==> config.mk <==
export PLATFORM = sky130hd
export DESIGN_NAME = roi_shift_host
export DESIGN_NICKNAME = d
export VERILOG_FILES = /design/src/rtl/roi_shift_pkg.sv /design/src/rtl/roi_shift_piso.sv /design/src/rtl/roi_shift_host.sv
export SDC_FILE = /design/constraint.sdc
export NUM_CORES = 1
export LEC_CHECK = 0
export CORE_MARGIN = 2
export CORE_UTILIZATION = 50
export DETAILED_ROUTE_END_ITERATION = 12
export PLACE_DENSITY = 0.86
export REMOVE_ABC_BUFFERS = 1
export SLEW_MARGIN = 5
export SYNTH_ARGS = -nofsm -noshare
export SYNTH_HDL_FRONTEND = slang
export SYNTH_SLANG_ARGS = --single-unit
==> constraint.sdc <==
create_clock -name clk -period 1.5 [get_ports clk]
set_input_delay 0.3 -clock clk [delete_from_list [all_inputs] [get_ports clk]]
set_output_delay 0.3 -clock clk [all_outputs]
set_load 0.05 [all_outputs]
==> src/rtl/roi_shift_pkg.sv <==
// Shared types and constants for the ROI harness host driver.
package roi_shift_pkg;

  localparam int DIN_N_DEF  = 3;
  localparam int DOUT_N_DEF = 1;

  typedef enum logic [2:0] {
    IDLE,
    SHIFT,
    SETTLE,
    CAPTURE,
    UNLOAD,
    RESP
  } state_t;

  // Width of the per-state bit/strobe counter: holds 0..max(a,b).
  function automatic int cnt_width(input int a, input int b);
    return $clog2(((a > b) ? a : b) + 1);
  endfunction

endpackage

==> src/rtl/roi_shift_piso.sv <==
// Loadable parallel-in/serial-out register driving the harness di pin.
// Keeps a copy of the accepted word so it can be re-shifted without the
// requester holding it.
module roi_shift_piso #(
  parameter int DIN_N = 3
) (
  input  logic             clk,
  input  logic             rst,
  input  logic             load,
  input  logic             reload,
  input  logic             clear,
  input  logic             shift,
  input  logic [DIN_N-1:0] din,
  output logic             sdi
);

  logic [DIN_N-1:0] word_q;
  logic [DIN_N-1:0] sr_q;

  // Word hold and shift register; MSB of the shift register is the serial bit.
  always_ff @(posedge clk or posedge rst) begin
    // NOTE: every register here has an async reset so sdi is 0 the moment rst rises.
    if (rst) begin
      word_q <= '0;
      sr_q   <= '0;
    end else if (clear) begin
      sr_q <= '0;
    end else if (load) begin
      // NOTE: non-blocking so both registers see the pre-edge din/word_q.
      word_q <= din;
      sr_q   <= din;
    end else if (reload) begin
      sr_q <= word_q;
    end else if (shift) begin
      sr_q <= {sr_q[DIN_N-2:0], 1'b0};
    end
  end

  assign sdi = sr_q[DIN_N-1];

endmodule

==> src/rtl/roi_shift_host.sv <==
// Host-side serial driver for the ROI test harness: shifts a test word in,
// strobes load and capture, shifts the result back out.
module roi_shift_host
  import roi_shift_pkg::*;
#(
  parameter int DIN_N  = DIN_N_DEF,
  parameter int DOUT_N = DOUT_N_DEF
) (
  input  logic              clk,
  input  logic              rst,
  input  logic              req_valid,
  output logic              req_ready,
  input  logic [DIN_N-1:0]  req_din,
  output logic              rsp_valid,
  input  logic              rsp_ready,
  output logic [DOUT_N-1:0] rsp_dout,
  output logic              sdi,
  output logic              stb,
  input  logic              sdo
);

  localparam int CW = cnt_width(DIN_N, DOUT_N);

  state_t        state, next_state;
  logic [CW-1:0] cnt;
  logic          init_done;
  logic          last;
  logic          stb_d;
  logic          piso_load, piso_reload, piso_clear, piso_shift;

  roi_shift_piso #(.DIN_N(DIN_N)) u_piso (
    .clk    (clk),
    .rst    (rst),
    .load   (piso_load),
    .reload (piso_reload),
    .clear  (piso_clear),
    .shift  (piso_shift),
    .din    (req_din),
    .sdi    (sdi)
  );

  assign req_ready = (state == IDLE) && init_done;
  assign rsp_valid = (state == RESP);

  // Next-state and one-cycle-ahead control for the PISO and strobe register.
  always_comb begin
    // NOTE: defaults first so no path leaves a signal unassigned (no latches).
    next_state  = state;
    last        = 1'b0;
    stb_d       = 1'b0;
    piso_load   = 1'b0;
    piso_reload = 1'b0;
    piso_clear  = 1'b0;
    piso_shift  = 1'b0;
    case (state)
      SHIFT, SETTLE: last = (cnt == CW'(DIN_N - 1));
      UNLOAD:        last = (cnt == CW'(DOUT_N - 1));
      default:       last = 1'b0;
    endcase
    case (state)
      IDLE: begin
        if (req_valid && req_ready) begin
          next_state = SHIFT;
          piso_load  = 1'b1;
        end
      end
      SHIFT: begin
        piso_shift = 1'b1;
        if (last) begin
          // Re-present the MSB and strobe in the first SETTLE cycle.
          next_state  = SETTLE;
          piso_reload = 1'b1;
          stb_d       = 1'b1;
        end
      end
      SETTLE: begin
        piso_shift = 1'b1;
        if (last) begin
          next_state = CAPTURE;
          piso_clear = 1'b1;
          stb_d      = 1'b1;
        end
      end
      CAPTURE: next_state = UNLOAD;
      UNLOAD:  if (last) next_state = RESP;
      RESP:    if (rsp_ready) next_state = IDLE;
      default: next_state = IDLE;
    endcase
  end

  // State, per-state counter, strobe and ready-after-reset flag.
  always_ff @(posedge clk or posedge rst) begin
    if (rst) begin
      state     <= IDLE;
      cnt       <= '0;
      stb       <= 1'b0;
      init_done <= 1'b0;
    end else begin
      state     <= next_state;
      stb       <= stb_d;
      init_done <= 1'b1;
      if (next_state != state) begin
        cnt <= '0;
      end else if (state == SHIFT || state == SETTLE || state == UNLOAD) begin
        cnt <= cnt + 1'b1;
      end
    end
  end

  // Assemble the result MSB-first from the sampled harness output.
  always_ff @(posedge clk or posedge rst) begin
    if (rst) begin
      rsp_dout <= '0;
    end else if (state == UNLOAD) begin
      for (int i = 0; i < DOUT_N; i++) begin
        if (CW'(DOUT_N - 1 - i) == cnt) rsp_dout[i] <= sdo;
      end
    end
  end

endmodule

## After elaboration in Yosys (flattened, before gate mapping)

Cells that the tools add are included.

| cells by class | value |
|---|---|
| add/subtract/negate cells | 1 |
| equal/unequal tests | 7 |
| mux-type cells | 20 |
| bitwise operators | 1 |
| reductions and logical operators | 11 |

Operators with widths:

| kind | count |
|---|---|
| $mux 3 | 9 |
| $pmux 3 s6 | 1 |
| $mux 1 | 7 |
| $eq 3x2->1 const B | 2 |
| $eq 3x3->1 const B | 2 |
| $mux 2 | 2 |
| $reduce_and 2->1 | 2 |
| $reduce_bool 4->1 | 1 |
| $eq 3x1->1 const B | 1 |
| $logic_not 3->1 | 1 |
| $ne 3x3->1 | 1 |
| $add 2x1->2 const B | 1 |
| $eq 2x2->1 const B | 1 |
| $logic_and 1x1->1 | 2 |
| $logic_not 2->1 | 1 |
| $logic_or 1x1->1 | 2 |
| $pmux 1 s2 | 1 |
| $reduce_bool 2->1 | 1 |
| $reduce_or 2->1 | 1 |
| $not 1->1 | 1 |

| word-level totals | value |
|---|---|
| flip-flop bits (word level) | 14 |
| input bits | 8 |
| output and inout bits | 5 |
| word-level logic and storage cells | 47 |

## Depth between registers and ports, before layout

| logic depth | value |
|---|---|
| depth in word-level cells | 8 |
| mapped depth | 7 |

## Modules after synthesis

A second synthesis with hierarchy kept.

| unflattened totals | value |
|---|---|
| cells, all modules | 76 |
| area, all modules | 830.8 µm² |

Modules (own cells, without submodules):

| module | times used | cells an instance | area an instance (µm²) |
|---|---|---|---|
| roi_shift_host | 1 | 52 | 510.5 |
| roi_shift_piso | 1 | 24 | 320.3 |

## Least setup slack after synthesis

Ideal clock, no wire load.

| timing | value |
|---|---|
| path kind | reg-to-output |
| start | register state[0] |
| end | output port req_ready |
| arrival time | 2246 ps |
| data required time | 1200 ps |
| path slack | -1046 ps |
| cell stages (with the launch flop) | 3 |
| buffers on the path | 1 |
| cells stage by stage | dfrtp_1 -> buf_6 -> nor4b_1 |

| between the ends | value |
|---|---|
| longest elaborated chain between the ends | 2 |

RTL lines:

| element | line | RTL |
|---|---|---|
| start, declared | roi_shift_host.sv:24 | `state_t state, next_state;` |
| start signal, assigned | roi_shift_host.sv:99 | `state <= next_state;` |
| $logic_not 3->1 | roi_shift_host.sv:42 | `assign req_ready = (state == IDLE) && init_done;` |
| $logic_and 1x1->1 | roi_shift_host.sv:42 |  |
| end, declared | roi_shift_host.sv:12 | `output logic req_ready,` |

No other way between the ends.

## Worst setup path in the final report

| timing | value |
|---|---|
| start | register state[1] |
| end | output port req_ready |

The elaborated chain is that of the path after synthesis.

==> impl_metrics.csv <==
group,metric,value,unit
drt,post-route-drc-count,0,
placed_design,place_ws,-0.02111,ns
job,max_cap_violations,0,
clock_tree,cts_tree,"done",
placed_design,port-buffer-count,12,
power_and_ir_drop,power.total,0.002988,W
global_routing,grtUsageTotal,24.04,%
clock_tree,clkLatencyLatePin,0.29,ns
setup_path,crit_required,1.20,ns
run_status,violations,"negative setup slack",
drt,routedWlPerCell,16.67,um
timing,tightest_slew,0.5384,ns
drt,num_vias,726,
setup_path,crit_family,"flip-flops",
setup_path,r2r_slack,0.01,ns
setup_path,start_kind,"flop",
yosys,synth_cell_types,34,
floorplan,dieArea,0.001883,mm^2
setup_path,end_kind,"output port",
clock_tree,h-tree-depth,1,
drt,drtAntennaViolNets,0,
setup_path,crit_buf_inv,2,
floorplan,start_util,52.72,%
timing,fin_skew,0.005763,ns
setup_path,r2r_end,"u_piso.sr_q[2]",
yosys,synth-compound-area-share,14.35,%
drt,wirelength,2017,um
layout,fin_util,77.13,%
yosys,synth.avg_cell_area,9.697,um^2
yosys,yosysTopAreaCell,"dfrtp_1",
floorplan,coreArea,0.001471,mm^2
layout,synthToLayoutAreaGrowth,46.29,%
yosys,synth-simple-area-share,19.35,%
floorplan,die_w,43.39,um
yosys,syn_inst,80,
yosys,synth_area_leaders,"dfrtp_1 (45%), mux2_2 (5.8%), a21oi_1 (3.9%)",
yosys,ys_seq_area_share,45.16,%
drt,dr.pass1.iters,4,
run_status,status,"complete, but fails checks",
clock_tree,clockBufferDepth,2,
layout,diodes,0,
setup_path,worstSetupStartpoint,"state[1]",
yosys,synth-seq-cells,14,
global_routing,overflow,0,
clock_tree,root_buffer,"clkbuf_4",
yosys,synth-xor-area-share,4.355,%
global_routing,grt_max_degree,15,
timing,period_share,106.1,%
floorplan,die_h,43.39,um
global_routing,first_global_vias,743,
placed_design,dp_hpwl,1241,um
layout,drive_gt1_share,39.05,%
global_routing,grt_pass1_wl,3291,um
yosys,synth_fa_ha_area_share,3.226,%
global_routing,antenna_found_initial,0,
timing,rsz0062_at_grt,"yes",
clock_tree,clock-sinks,14,
clock_tree,cts_buffers,3,
timing,drv_slew,0,
timing,worst_slack,-0.09128,ns
setup_path,critPathSlowestCell,"dfrtp_2",
setup_path,worst-path-max-fanout,3,
timing,slew_headroom,64.07,%
setup_path,max_stage_delay,0.44,ns
power_and_ir_drop,vdd.ir_drop.worst,0.001784,V
setup_path,worstRegToRegCells,7,
floorplan,ios,13,
yosys,yosysTopAreaCellShare,45.16,%
drt,via_per_inst,6.000,
placed_design,placedInstanceArea,987.2,um^2
layout,final_area,0.001135,mm^2
clock_tree,clk_pin_slew_worst_paths,0.09,ns
yosys,syn-cell-area,775.7,um^2
setup_path,worstSetupPathType,"flop to output port",
timing,hold_viol_final,0,
timing,max_clock_freq,0.6284,GHz
setup_path,path_cells,"nor4b_4, buf_4, buf_12",
yosys,yosysWarnings,0,
drt,drt-initial-drc-count,25,
layout,fin_nets,117,
layout,final_common_cell,"buf_4",
floorplan,fp-row-count,14,
timing,finalSetupViolations,2,
min_path,hp-class,"input pin to async pin",
setup_path,arrival,1.29,ns
placed_design,gp_congestion,0.8206,
layout,layout_common_cells,"buf_4 (13), dfrtp_1 (11), nor2_1 (8)",
yosys,synth_top_family_by_area,"simple AND/OR/NAND/NOR gates",
setup_path,timing.rr.start,"state[1]",
yosys,synth_mux_area_share,7.097,%
power_and_ir_drop,power.density,2633,mW/mm^2
timing,period_needed,1.591,ns
power_and_ir_drop,leakagePower,0.5148,nW
==> layout make-up <==
cell class | count | area (um^2)
multi-input cells | 58 | 444.2
clock buffers | 3 | 22.52
inverters | 4 | 15.01
well taps | 16 | 20.02
flip-flops and latches | 14 | 354.1
fillers | 96 | 336.6
repair buffers | 26 | 279.0
==> power breakdown <==
group	leakage, nW	switching (W)	internal [W]
Sequential	0.169	0.000157	0.000569
Combinational	0.332	0.00104	0.00100
Clock	0.0138	0.000127	0.0000933
Total	0.515	0.00132	0.00166
==> routing by layer <==
metal  vias up  wire (um)  GRT usage [%]
met5         -          0              0
met4         0         38          11.52
met3         7        109          5.000
met2        31       1052          38.81
met1       358        817          30.96
li1        330          -              -
==> cell usage after synthesis <==
| master | instances |
|---|---|
| o21ai_0 | 2 |
| or2_1 | 1 |
| o21bai_1 | 1 |
| buf_2 | 1 |
| nand3_1 | 1 |
| xor2_1 | 1 |
| a31oi_1 | 3 |
| o32ai_1 | 1 |
| clkbuf_1 | 1 |
| nand2_1 | 5 |
| and3_1 | 2 |
| o21ai_1 | 4 |
| dfrtp_1 | 14 |
| inv_1 | 4 |
| mux2i_1 | 1 |
| xnor2_1 | 1 |
| mux2_2 | 4 |
| and2b_1 | 1 |
| xnor2_2 | 1 |
| a311oi_1 | 1 |
| nor3b_1 | 2 |
| nor2b_1 | 1 |
| ha_1 | 2 |
| a22oi_1 | 1 |
| and3b_1 | 1 |
| nor4b_1 | 1 |
| nand4_1 | 1 |
| a21oi_1 | 6 |
| conb_1 | 1 |
| and2_1 | 2 |
| nand2b_1 | 1 |
| nand2_2 | 1 |
| buf_6 | 2 |
| nor2_1 | 8 |
==> cells by family (layout without fill, tap and decap cells) <==
family | count (synthesis) | in the layout
buf+inv | 8 | 33
simple gates | 28 | 28
other cells | 1 | 1
compound gates | 19 | 19
xor+xnor | 3 | 3
fa+ha+maj | 2 | 2
flops | 14 | 14
mux | 5 | 5
==> metrics by stage <==
| stage | hold WS (ns) | std cells | TNS, ns |
|---|---|---|---|
| after global placement | 0.4825 | 111 | 0 |
| final | 0.3448 | 121 | -0.1381 |
| after detailed placement | 0.4906 | 111 | -0.04981 |
| after floorplan | 0.1892 | 76 | -1.027 |
| after global routing | 0.3906 | 121 | -0.2945 |
| after CTS | 0.3736 | 121 | -0.05680 |
==> timing repair <==
item / 4_1_cts / 5_1_grt
hold endpoints to repair: 0 / 0
hold buffers: 0 / 0
setup buffers: 7 / 0
pin swaps: 2 / 5
endpoints found under the setup margin: 2 / 7
gates resized for setup: 6 / 11
==> registers in the layout (all words and copies together), names as in the netlist <==
name           count
state              3
u_piso.sr_q        3
u_piso.word_q      3
cnt                2
init_done          1
rsp_dout           1
stb                1
==> how the worst max path moves through the flow <==
stage,end,cells past startpoint,slack [ns]
after global routing,req_ready,3,-0.11
after global placement,cnt[1],5,0.04
after detailed placement,cnt[1],5,-0.02
after floorplan,req_ready,1,-1.01
after CTS,req_ready,3,-0.06
final,req_ready,3,-0.09
No activity file was read; power rests on OpenSTA's default activity.
